==> src/rtl/load_store_unit_if.sv <==
// Pipeline-side request/response and Data_Memory bus of the load/store unit.
// slave = load_store_unit, master = pipeline plus memory.
interface load_store_unit_if #(
  parameter int DW = 32
);
  logic          req_valid;
  logic          req_ready;
  logic          req_write;
  logic [1:0]    req_size;
  logic          req_signed;
  logic [DW-1:0] req_addr;
  logic [DW-1:0] req_wdata;
  logic          resp_valid;
  logic [DW-1:0] resp_rdata;
  logic          resp_err;
  logic          mem_we;
  logic [DW-1:0] mem_addr;
  logic [DW-1:0] mem_wdata;
  logic [DW-1:0] mem_rdata;

  modport slave (
    input  req_valid, req_write, req_size,
    input  req_signed, req_addr, req_wdata,
    output req_ready,
    output resp_valid, resp_rdata, resp_err,
    output mem_we, mem_addr, mem_wdata,
    input  mem_rdata
  );

  modport master (
    output req_valid, req_write, req_size,
    output req_signed, req_addr, req_wdata,
    input  req_ready,
    input  resp_valid, resp_rdata, resp_err,
    input  mem_we, mem_addr, mem_wdata,
    output mem_rdata
  );
endinterface

==> src/rtl/load_store_unit.sv <==
// Memory-stage load/store controller: sub-word loads and RMW sub-word stores.
// Optional MISALIGN_TRAP_EN: misaligned half/word requests return resp_err.
module load_store_unit #(
  parameter int              MEMORY_DEPTH = 64,
  parameter int              DATA_WIDTH   = 32,
  parameter logic [DATA_WIDTH-1:0] BASE_ADDR = 32'h1001_0000
) (
  input logic           clk,
  input logic           reset,
  load_store_unit_if.slave bus
);

  localparam int AW = $clog2(MEMORY_DEPTH);
  localparam int DW = DATA_WIDTH;

  typedef enum logic [2:0] {
    IDLE, WR, LD_A, LD_D, RMW_A, RMW_W
  } state_t;

  state_t        state_q;
  logic [DW-1:0] addr_q;
  logic [DW-1:0] wdata_q;
  logic [1:0]    size_q;
  logic          sgn_q;
  logic          vld_q;
  logic [DW-1:0] rdata_q;
  logic          err_q;

  logic [AW-1:0] widx;
  logic [DW-1:0] ld_val;
  logic [DW-1:0] mrg_val;
  logic [7:0]    ld_b;
  logic [15:0]   ld_h;
  logic          mis;
  logic          sub;

  // word index wraps modulo the memory depth
  assign widx = AW'((addr_q - BASE_ADDR) >> 2);

  assign bus.mem_addr   = DW'(widx);
  assign bus.mem_we     = (state_q == WR) ||
                          (state_q == RMW_W);
  assign bus.mem_wdata  = (state_q == RMW_W) ?
                          mrg_val : wdata_q;
  assign bus.req_ready  = (state_q == IDLE);
  assign bus.resp_valid = vld_q;
  assign bus.resp_rdata = rdata_q;

  assign sub = ~bus.req_size[1];

`ifdef MISALIGN_TRAP_EN
  assign mis = (bus.req_size == 2'b01 &&
                bus.req_addr[0]) ||
               (bus.req_size[1] &&
                bus.req_addr[1:0] != 2'b00);
  assign bus.resp_err = err_q;
`else
  assign mis = 1'b0;
  assign bus.resp_err = 1'b0;
`endif

  // lane extraction and sign/zero extension of load data
  always_comb begin
    ld_b = bus.mem_rdata[{addr_q[1:0], 3'b000} +: 8];
    ld_h = addr_q[1] ? bus.mem_rdata[31:16]
                     : bus.mem_rdata[15:0];
    ld_val = bus.mem_rdata;
    unique case (size_q)
      2'b00:   ld_val = {{24{sgn_q & ld_b[7]}}, ld_b};
      2'b01:   ld_val = {{16{sgn_q & ld_h[15]}}, ld_h};
      default: ld_val = bus.mem_rdata;
    endcase
  end

  // replace the target lane of the old word for RMW stores
  always_comb begin
    mrg_val = bus.mem_rdata;
    unique case (size_q)
      2'b00:
        mrg_val[{addr_q[1:0], 3'b000} +: 8] = wdata_q[7:0];
      2'b01:
        if (addr_q[1]) mrg_val[31:16] = wdata_q[15:0];
        else           mrg_val[15:0]  = wdata_q[15:0];
      default: mrg_val = wdata_q;
    endcase
  end

  // transaction FSM with registered response outputs
  always_ff @(posedge clk or posedge reset) begin
    if (reset) begin
      state_q <= IDLE;
      addr_q  <= '0;
      wdata_q <= '0;
      size_q  <= '0;
      sgn_q   <= 1'b0;
      vld_q   <= 1'b0;
      rdata_q <= '0;
      err_q   <= 1'b0;
    end else begin
      vld_q <= 1'b0;
      unique case (state_q)
        IDLE: begin
          if (bus.req_valid) begin
            addr_q  <= bus.req_addr;
            wdata_q <= bus.req_wdata;
            size_q  <= bus.req_size;
            sgn_q   <= bus.req_signed;
            if (mis) begin
              vld_q   <= 1'b1;
              err_q   <= 1'b1;
              rdata_q <= '0;
            end else if (bus.req_write) begin
              state_q <= sub ? RMW_A : WR;
            end else begin
              state_q <= LD_A;
            end
          end
        end
        WR, RMW_W: begin
          state_q <= IDLE;
          vld_q   <= 1'b1;
          err_q   <= 1'b0;
          rdata_q <= '0;
        end
        LD_A:  state_q <= LD_D;
        LD_D: begin
          state_q <= IDLE;
          vld_q   <= 1'b1;
          err_q   <= 1'b0;
          rdata_q <= ld_val;
        end
        RMW_A: state_q <= RMW_W;
        default: state_q <= IDLE;
      endcase
    end
  end

endmodule
==> src/flat_wrapper.sv <==
// flat-port wrapper written by rule: the top's interface ports become plain ports
module load_store_unit_flat 
#(
  parameter int              MEMORY_DEPTH = 64,
  parameter int              DATA_WIDTH   = 32,
  parameter logic [DATA_WIDTH-1:0] BASE_ADDR = 32'h1001_0000
)
  (clk, reset, bus_req_valid, bus_req_write, bus_req_size, bus_req_signed, bus_req_addr, bus_req_wdata, bus_req_ready, bus_resp_valid, bus_resp_rdata, bus_resp_err, bus_mem_we, bus_mem_addr, bus_mem_wdata, bus_mem_rdata);
  load_store_unit_if bus_i ();
  input logic clk;
  input logic reset;
  input wire logic [$bits(bus_i.req_valid)-1:0] bus_req_valid;
  input wire logic [$bits(bus_i.req_write)-1:0] bus_req_write;
  input wire logic [$bits(bus_i.req_size)-1:0] bus_req_size;
  input wire logic [$bits(bus_i.req_signed)-1:0] bus_req_signed;
  input wire logic [$bits(bus_i.req_addr)-1:0] bus_req_addr;
  input wire logic [$bits(bus_i.req_wdata)-1:0] bus_req_wdata;
  output wire logic [$bits(bus_i.req_ready)-1:0] bus_req_ready;
  output wire logic [$bits(bus_i.resp_valid)-1:0] bus_resp_valid;
  output wire logic [$bits(bus_i.resp_rdata)-1:0] bus_resp_rdata;
  output wire logic [$bits(bus_i.resp_err)-1:0] bus_resp_err;
  output wire logic [$bits(bus_i.mem_we)-1:0] bus_mem_we;
  output wire logic [$bits(bus_i.mem_addr)-1:0] bus_mem_addr;
  output wire logic [$bits(bus_i.mem_wdata)-1:0] bus_mem_wdata;
  input wire logic [$bits(bus_i.mem_rdata)-1:0] bus_mem_rdata;
  assign bus_i.req_valid = bus_req_valid;
  assign bus_i.req_write = bus_req_write;
  assign bus_i.req_size = bus_req_size;
  assign bus_i.req_signed = bus_req_signed;
  assign bus_i.req_addr = bus_req_addr;
  assign bus_i.req_wdata = bus_req_wdata;
  assign bus_req_ready = bus_i.req_ready;
  assign bus_resp_valid = bus_i.resp_valid;
  assign bus_resp_rdata = bus_i.resp_rdata;
  assign bus_resp_err = bus_i.resp_err;
  assign bus_mem_we = bus_i.mem_we;
  assign bus_mem_addr = bus_i.mem_addr;
  assign bus_mem_wdata = bus_i.mem_wdata;
  assign bus_i.mem_rdata = bus_mem_rdata;
  load_store_unit #(.MEMORY_DEPTH(MEMORY_DEPTH), .DATA_WIDTH(DATA_WIDTH), .BASE_ADDR(BASE_ADDR)) u_core (.clk(clk), .reset(reset), .bus(bus_i));
endmodule
==> config.mk <==
export PLATFORM = sky130hd
export DESIGN_NAME = load_store_unit_flat
export DESIGN_NICKNAME = d
export VERILOG_FILES = /design/src/rtl/load_store_unit_if.sv /design/src/rtl/load_store_unit.sv /design/src/flat_wrapper.sv
export SDC_FILE = /design/constraint.sdc
export NUM_CORES = 1
export LEC_CHECK = 0
export CAP_MARGIN = 20
export CORE_MARGIN = 2
export CORE_UTILIZATION = 39
export DETAILED_ROUTE_END_ITERATION = 16
export PLACE_DENSITY = 0.78
export SYNTH_ARGS = -nofsm -noshare
export SYNTH_HDL_FRONTEND = slang
export SYNTH_SLANG_ARGS = --single-unit
==> constraint.sdc <==
create_clock -name clk -period 2.3 [get_ports clk]
set_input_delay 0.46 -clock clk [delete_from_list [all_inputs] [get_ports clk]]
set_output_delay 0.46 -clock clk [all_outputs]
set_load 0.005 [all_outputs]
==> results of run 1 <==
cell usage in the layout (no fill, tap or decap), types with 2 or more instances in the layout:
| cell type | n |
|---|---|
| clkdlybuf4s50_1 | 119 |
| dfrtp_1 | 77 |
| buf_4 | 76 |
| mux2_2 | 51 |
| o21ai_0 | 36 |
| nand2_1 | 33 |
| buf_2 | 32 |
| conb_1 | 27 |
| a221o_1 | 25 |
| nor2_1 | 23 |
| a21oi_1 | 18 |
| buf_6 | 14 |
| mux2i_1 | 13 |
| o21ai_1 | 10 |
| clkbuf_16 | 9 |
| a21oi_2 | 8 |
| a22o_1 | 8 |
| nand3_1 | 7 |
| a211o_1 | 7 |
| a221oi_2 | 6 |
| a31oi_1 | 6 |
| and3_4 | 5 |
| ha_4 | 5 |
| nand3b_1 | 4 |
| inv_1 | 4 |
| a221oi_1 | 4 |
| nand3_2 | 3 |
| clkinv_2 | 3 |
| and3_1 | 3 |
| clkinvlp_4 | 3 |
| buf_12 | 3 |
| inv_2 | 2 |
| a211oi_2 | 2 |
| nor3_1 | 2 |
| inv_4 | 2 |
| o21ai_2 | 2 |
| a32oi_1 | 2 |
| buf_8 | 2 |
| dfrtp_2 | 2 |
tightest hold or removal path, delay by kind of cell, from the launching register on:
family | cells | cell delay [ps]
AO/OA/AOI/OAI | 1 | 60
flip-flops | 1 | 350
AND/OR/NAND/NOR | 1 | 50
path summary, 6_finish.rpt:
check | end | depth (start not counted)
setup / recovery | bus_mem_wdata[30] | 9
hold reg to reg | u_core.bus.resp_rdata[2] | 2
min in group asynchronous | u_core.addr_q[3] | 3
setup reg to reg | u_core.bus.resp_rdata[22] | 7
hold / removal | u_core.bus.resp_rdata[2] | 2
max in group asynchronous | u_core.size_q[0] | 3
layout make-up:
cell class,instances,area [sq um],area share (%)
clock buffer,10,239,3.29
tap,147,184,2.53
sequential,79,1980,27.3
multi-input combinational,332,2570,35.5
timing repair buffer,246,2170,29.9
inverter,11,52.6,0.724
clock inverter,5,58.8,0.810
state kept, by name, summed over array words and instances (netlist names):
name / flops
u_core.wdata_q: 32
u_core.size_q: 2
u_core.bus.resp_rdata: 32
u_core.state_q: 3
u_core.sgn_q: 1
u_core.addr_q: 8
u_core.bus.resp_valid: 1
timing repair:
item                                    4_1_cts  5_1_grt
gates resized for setup                     168       34
pin swaps                                    35       17
setup buffers                                20        6
endpoints found under the hold margin         0        0
hold buffers                                  0        0
endpoints found under the setup margin       32       33
gates cloned                                  0        0
cells by family after synthesis:
kind of cell | share of synthesized area, %
flip-flops | 42.0
adder cells (fa/ha/maj) | 1.33
AO/OA/AOI/OAI | 20.9
other | 0.0797
multiplexers | 15.2
buffers and inverters | 9.99
AND/OR/NAND/NOR | 10.5
Yosys cell counts, types with 2 or more instances:
library cell,instances
nor2_1,24
nand3b_1,4
a211oi_2,2
inv_1,7
a32oi_1,2
mux2_2,51
nand2_1,33
a31oi_1,6
buf_2,10
dfrtp_1,79
nand3_2,3
buf_6,5
a21oi_1,25
nor3_1,3
clkbuf_1,9
a211o_1,7
buf_4,38
o21ai_0,47
clkinv_1,3
a221oi_1,11
a221o_1,25
and3_1,8
ha_1,5
a22o_1,8
nand3_1,7
mux2i_1,13
nor4_1,2
through the flow:
step                hold slack (ps)  instance area [sq um]  std cells
finish                          489                   7260        830
detailed placement              478                   6640        789
CTS                             493                   7130        824
global placement                475                   6640        789
floorplan                       473                   4810        485
global route                    507                   7260        830
power groups by stage:
stage / Clock (W) / Sequential, W / Combinational [W]
5_1_grt: 0.00153 / 0.00274 / 0.00535
3_3_place_gp: 0 / 0.00260 / 0.00463
2_1_floorplan: 0 / 0.00241 / 0.00257
4_1_cts: 0.00147 / 0.00264 / 0.00478
3_5_place_dp: 0 / 0.00264 / 0.00472
6_report: 0.00144 / 0.00268 / 0.00498
metal layers:
metal	part of all wire, %	up-vias	GRT usage, %	wire length, um
met5	0	-	0	0
met2	47	248	39.6	7650
li1	-	2095	-	-
met1	43	2267	35.1	7040
met4	2.7	0	6.83	434
met3	7.0	36	4.89	1130
==> results_dict.tcl, run 1 <==
set metrics [dict create \
    yosysSeqAreaShare_pct 42.0 \
    crit_family "buffers and inverters" \
    p_comb_share_pct 54.7 \
    hold_start "u_core.bus.resp_rdata[2]" \
    r2r_start "u_core.addr_q[1]" \
    critPathMostFrequentCell "buf_6" \
    grt_max_degree 80 \
    slew_headroom_pct 48.7 \
    drv_cap 0 \
    cts.sinks 79 \
    worst_setup_hold_path_clk_slew_ps 60 \
    grt_util_all_layers_pct 25.0 \
    clk_root_buffer_cell "clkbuf_16" \
    area_growth_pct 54.2 \
    p_switching_w 0.00347 \
    hold_viol 0 \
    layout_min_cycle_time_ps 2570 \
    rrSetupSlack_ps 340 \
    arrival_ps 2110 \
    leakage_nw 3.17 \
    crit_path_start "u_core.addr_q[0]" \
    yosys_warnings 0 \
    syn_inst 459 \
    p_sw_share_pct 38.1 \
    dp_hpwl_mm 11.8 \
    syn-cell-area_sq_um 4710 \
    outcome "finished with violations" \
    synth-main-ff-cell "dfrtp_1" \
    timing.setup.critical_path_class "flop to output port" \
    num-fill-cells 954 \
    required_ps 1840 \
    grt_pass1_wl_mm 24.9 \
    ant_nets 0 \
    clk_path_buf_depth 2 \
    p_clk_share_pct 15.8 \
    ios 203 \
    avgRoutedWirePerCell_um 19.6 \
    place.gp.congestion 0.945 \
    cts_buffers 9 \
    wirelength_mm 16.3 \
    antenna_cells 0 \
    synth_top_area_share_pct 42.0 \
    critical_path.max_stage_delay_ps 440 \
    setup_slack_ps -266 \
    power_w 0.00910 \
    synthTopCellsByArea "dfrtp_1 42%, mux2_2 12%, buf_4 6.1%, a221o_1 5.3%, o21ai_0 5.0%" \
    async_reset_ff_share_pct 100 \
    vias 4646 \
    die_h_um 114 \
    cp_num_buf_inv 5 \
    viasPerCell 5.60 \
    clock_latency_ps 330 \
    crit_path_top_delay_cell "dfrtp_2" \
    port_buffers 151 \
    synth-edff-count 0 \
    synth_area_per_cell_sq_um 10.3 \
    yosysTopAreaCell "dfrtp_1" \
    power_density_nw_per_um2 1250 \
    rsz0062_at_grt "yes" \
    drc_errors 0 \
    crit_fanout 4 \
    crit_chain "inv_4 -> ha_4 -> nor4_4 -> buf_4 -> buf_6 -> buf_6 -> a221oi_4 -> o21ai_2 -> buf_2" \
    grt_pass1_vias 4492 \
    cts_tree "yes" \
    firstDrtPassIters 5 \
    setup_tns_ps -5060 \
    finalMaxSlewViolations 0 \
    p_int_w 0.00564 \
    grt_overflow 0 \
    worstSetupEndpointType "output port" \
    cts_max_level 3 \
    max-vdd-ir-drop_uv 637 \
    worst_setup_path_start_kind "flop" \
    yosysUniqueCellTypes 49 \
    fin_skew_ps 5.89 \
    setup_viol 32 \
    core_sq_um 11900 \
    fmax_ghz 0.390 \
    die_area_sq_um 13000 \
    drtIter0Drc 418 \
    ys_ff_latch 79 \
    num_rows 40 \
    antenna_found_initial 0 \
    worst_slew_pin_slew_ps 769 \
    hp-class "flop to flop" \
    floorplan.initialDensity_pct 39.5 \
    final_nets 787 \
    power_frac_seq_pct 29.4 \
    dp_slack_ps -296 \
    finalCritPeriodShare_pct 112 \
    violations "setup timing" \
    die_w_um 114 \
    fin_util_pct 60.9 \
    drive_gt1_share_pct 36.0 \
]
Note: power is estimated with default switching activity, not from simulation.
==> run 2, diff against run 1 <==
--- a/config.mk
+++ b/config.mk
@@ -6,7 +6,7 @@
 export NUM_CORES = 1
 export LEC_CHECK = 0
 export CAP_MARGIN = 20
-export CORE_MARGIN = 2
+export CORE_MARGIN = 3
 export CORE_UTILIZATION = 39
 export DETAILED_ROUTE_END_ITERATION = 16
 export PLACE_DENSITY = 0.78
==> results_dict.tcl, run 2 (synthesis gave the netlist of run 1 again) <==
set metrics [dict create \
    outcome "finished with violations" \
    violations "setup timing" \
    firstDrtPassIters 5 \
    register_area_sq_um 1980 \
    finalMaxSlewViolations 0 \
    setup_viol 32 \
    arrival_ps 2220 \
    finalNonFillerCells 820 \
    floorplan.initialDensity_pct 40.5 \
    viasPerCell 5.84 \
    die_area_sq_um 13400 \
    clk_path_buf_depth 2 \
    cts_buffers 9 \
    timing.setup.critical_path_class "flop to output port" \
    drive_gt1_share_pct 34.4 \
    ant_nets 0 \
    hold_viol 0 \
    layout_common_cells "119 x clkdlybuf4s50_1, 78 x dfrtp_1, 66 x buf_4" \
    grt_pass1_vias 4726 \
    worst_setup_hold_path_clk_slew_ps 50 \
    vias 4790 \
    cts.sinks 79 \
    placed_cell_area_sq_um 6610 \
    crit_fanout 6 \
    num_rows 39 \
    cts_tree "yes" \
    dp_cells 782 \
    ios 203 \
    final_common_cell "clkdlybuf4s50_1" \
    crit_path_top_delay_cell "dfrtp_1" \
    clk_root_buffer_cell "clkbuf_16" \
    finalCritPeriodShare_pct 117 \
    antenna_found_initial 0 \
    power_density_nw_per_um2 1300 \
    leakage_nw 3.17 \
    postLayoutCellArea_sq_um 7260 \
    die_h_um 116 \
    hold_buffers 0 \
    worst_slew_pin_slew_ps 872 \
    drv_cap 0 \
    power_w 0.00945 \
    drtIter0Drc 413 \
    slew_headroom_pct 41.7 \
    grt_max_degree 80 \
    grt_util_all_layers_pct 24.9 \
    multi_input_area_sq_um 2590 \
    worst_setup_path_start_kind "flop" \
    required_ps 1840 \
    rsz0062_at_grt "yes" \
    dp_hpwl_mm 12.2 \
    worstSetupEndpointType "output port" \
    fin_skew_ps 7.42 \
    place.gp.congestion 1.01 \
    avgRoutedWirePerCell_um 21.3 \
    antenna_cells 0 \
    hp-class "flop to flop" \
    setup_tns_ps -8490 \
    clock_latency_ps 330 \
    grt_pass1_wl_mm 25.7 \
    grt_overflow 0 \
    max-vdd-ir-drop_uv 555 \
    crit_chain "buf_6 -> buf_8 -> ha_4 -> nand3b_1 -> buf_4 -> nor2_4 -> buf_6 -> a221oi_4 -> o21ai_1 -> buf_2" \
    final_nets 781 \
    num-fill-cells 918 \
    area_growth_pct 54.3 \
    fmax_ghz 0.373 \
    die_w_um 116 \
    layout_min_cycle_time_ps 2680 \
    setup_slack_ps -384 \
    critPathMostFrequentCell "buf_6" \
    port_buffers 151 \
    critical_path.max_stage_delay_ps 430 \
    core_sq_um 11600 \
    dp_slack_ps -448 \
    wirelength_mm 17.5 \
    cts_max_level 3 \
    drc_errors 0 \
]
[run 2: changes by cell type in the layout (fill, tap and decap cells not counted), moves of 3 or more]
| cell | before | now |
|---|---|---|
| a221oi_1 | 4 | 1 |
| and3_1 | 3 | 8 |
| buf_4 | 76 | 66 |
| buf_6 | 14 | 18 |
| and3_4 | 5 | 0 |
[run 2: path summary, 6_finish.rpt]
| path | startpoint | endpoint | slack [ps] | depth (start not counted) |
|---|---|---|---|---|
| max | u_core.addr_q[1] | bus_mem_wdata[16] | -380 | 10 |
| min | u_core.bus.resp_rdata[6] | u_core.bus.resp_rdata[6] | 490 | 2 |
| max reg2reg | u_core.addr_q[1] | u_core.bus.resp_rdata[21] | 110 | 7 |
| min reg2reg | u_core.bus.resp_rdata[6] | u_core.bus.resp_rdata[6] | 490 | 2 |
| max in group asynchronous | reset | u_core.bus.resp_rdata[6] | 1380 | 3 |
| min in group asynchronous | reset | u_core.addr_q[7] | 580 | 3 |
[run 2: layer usage]
metal / track usage, % / vias to the layer above / part of all wire [%]
met5: 0 / - / 0
met4: 10.3 / 0 / 4.4
met3: 5.59 / 73 / 11
met2: 41.6 / 327 / 48
met1: 31.2 / 2307 / 37
li1: - / 2083 / -
[run 2: cell type report]
class                      instances  area share [%]
sequential                        79            27.2
inverter                          11           0.758
clock buffer                      12            3.39
timing repair buffer             240            29.5
clock inverter                     3           0.930
multi-input combinational        332            35.7
tap                              143            2.46
[run 2: critical path: cells and delay by family (launching register included)]
| kind | cells | cell delay (ps) |
|---|---|---|
| AOI/OAI and AO/OA | 2 | 320 |
| adders and majority gates | 1 | 170 |
| buffers and inverters | 5 | 720 |
| DFF | 1 | 430 |
| and+or+nand+nor | 2 | 250 |
[run 2: per-stage QoR]
stage / hold WS [ps] / util [%]
after detailed placement: 482 / 56.9
after global routing: 519 / 62.5
after CTS: 498 / 61.4
after floorplan: 473 / -
after global placement: 472 / 56.9
final: 494 / 62.5
[run 2: report_power, final]
group,internal (W),total [W],switching [W]
combinational,0.00280,0.00518,0.00238
clock,0.000975,0.00152,0.000544
sequential,0.00204,0.00275,0.000709
[run 2: timing repair]
action | in CTS | in global routing
buffers inserted | 19 | 5
endpoints found under the setup margin | 41 | 32
hold endpoints to repair | 0 | 0
pin swaps | 43 | 17
gates cloned | 0 | 0
resized for setup | 181 | 25
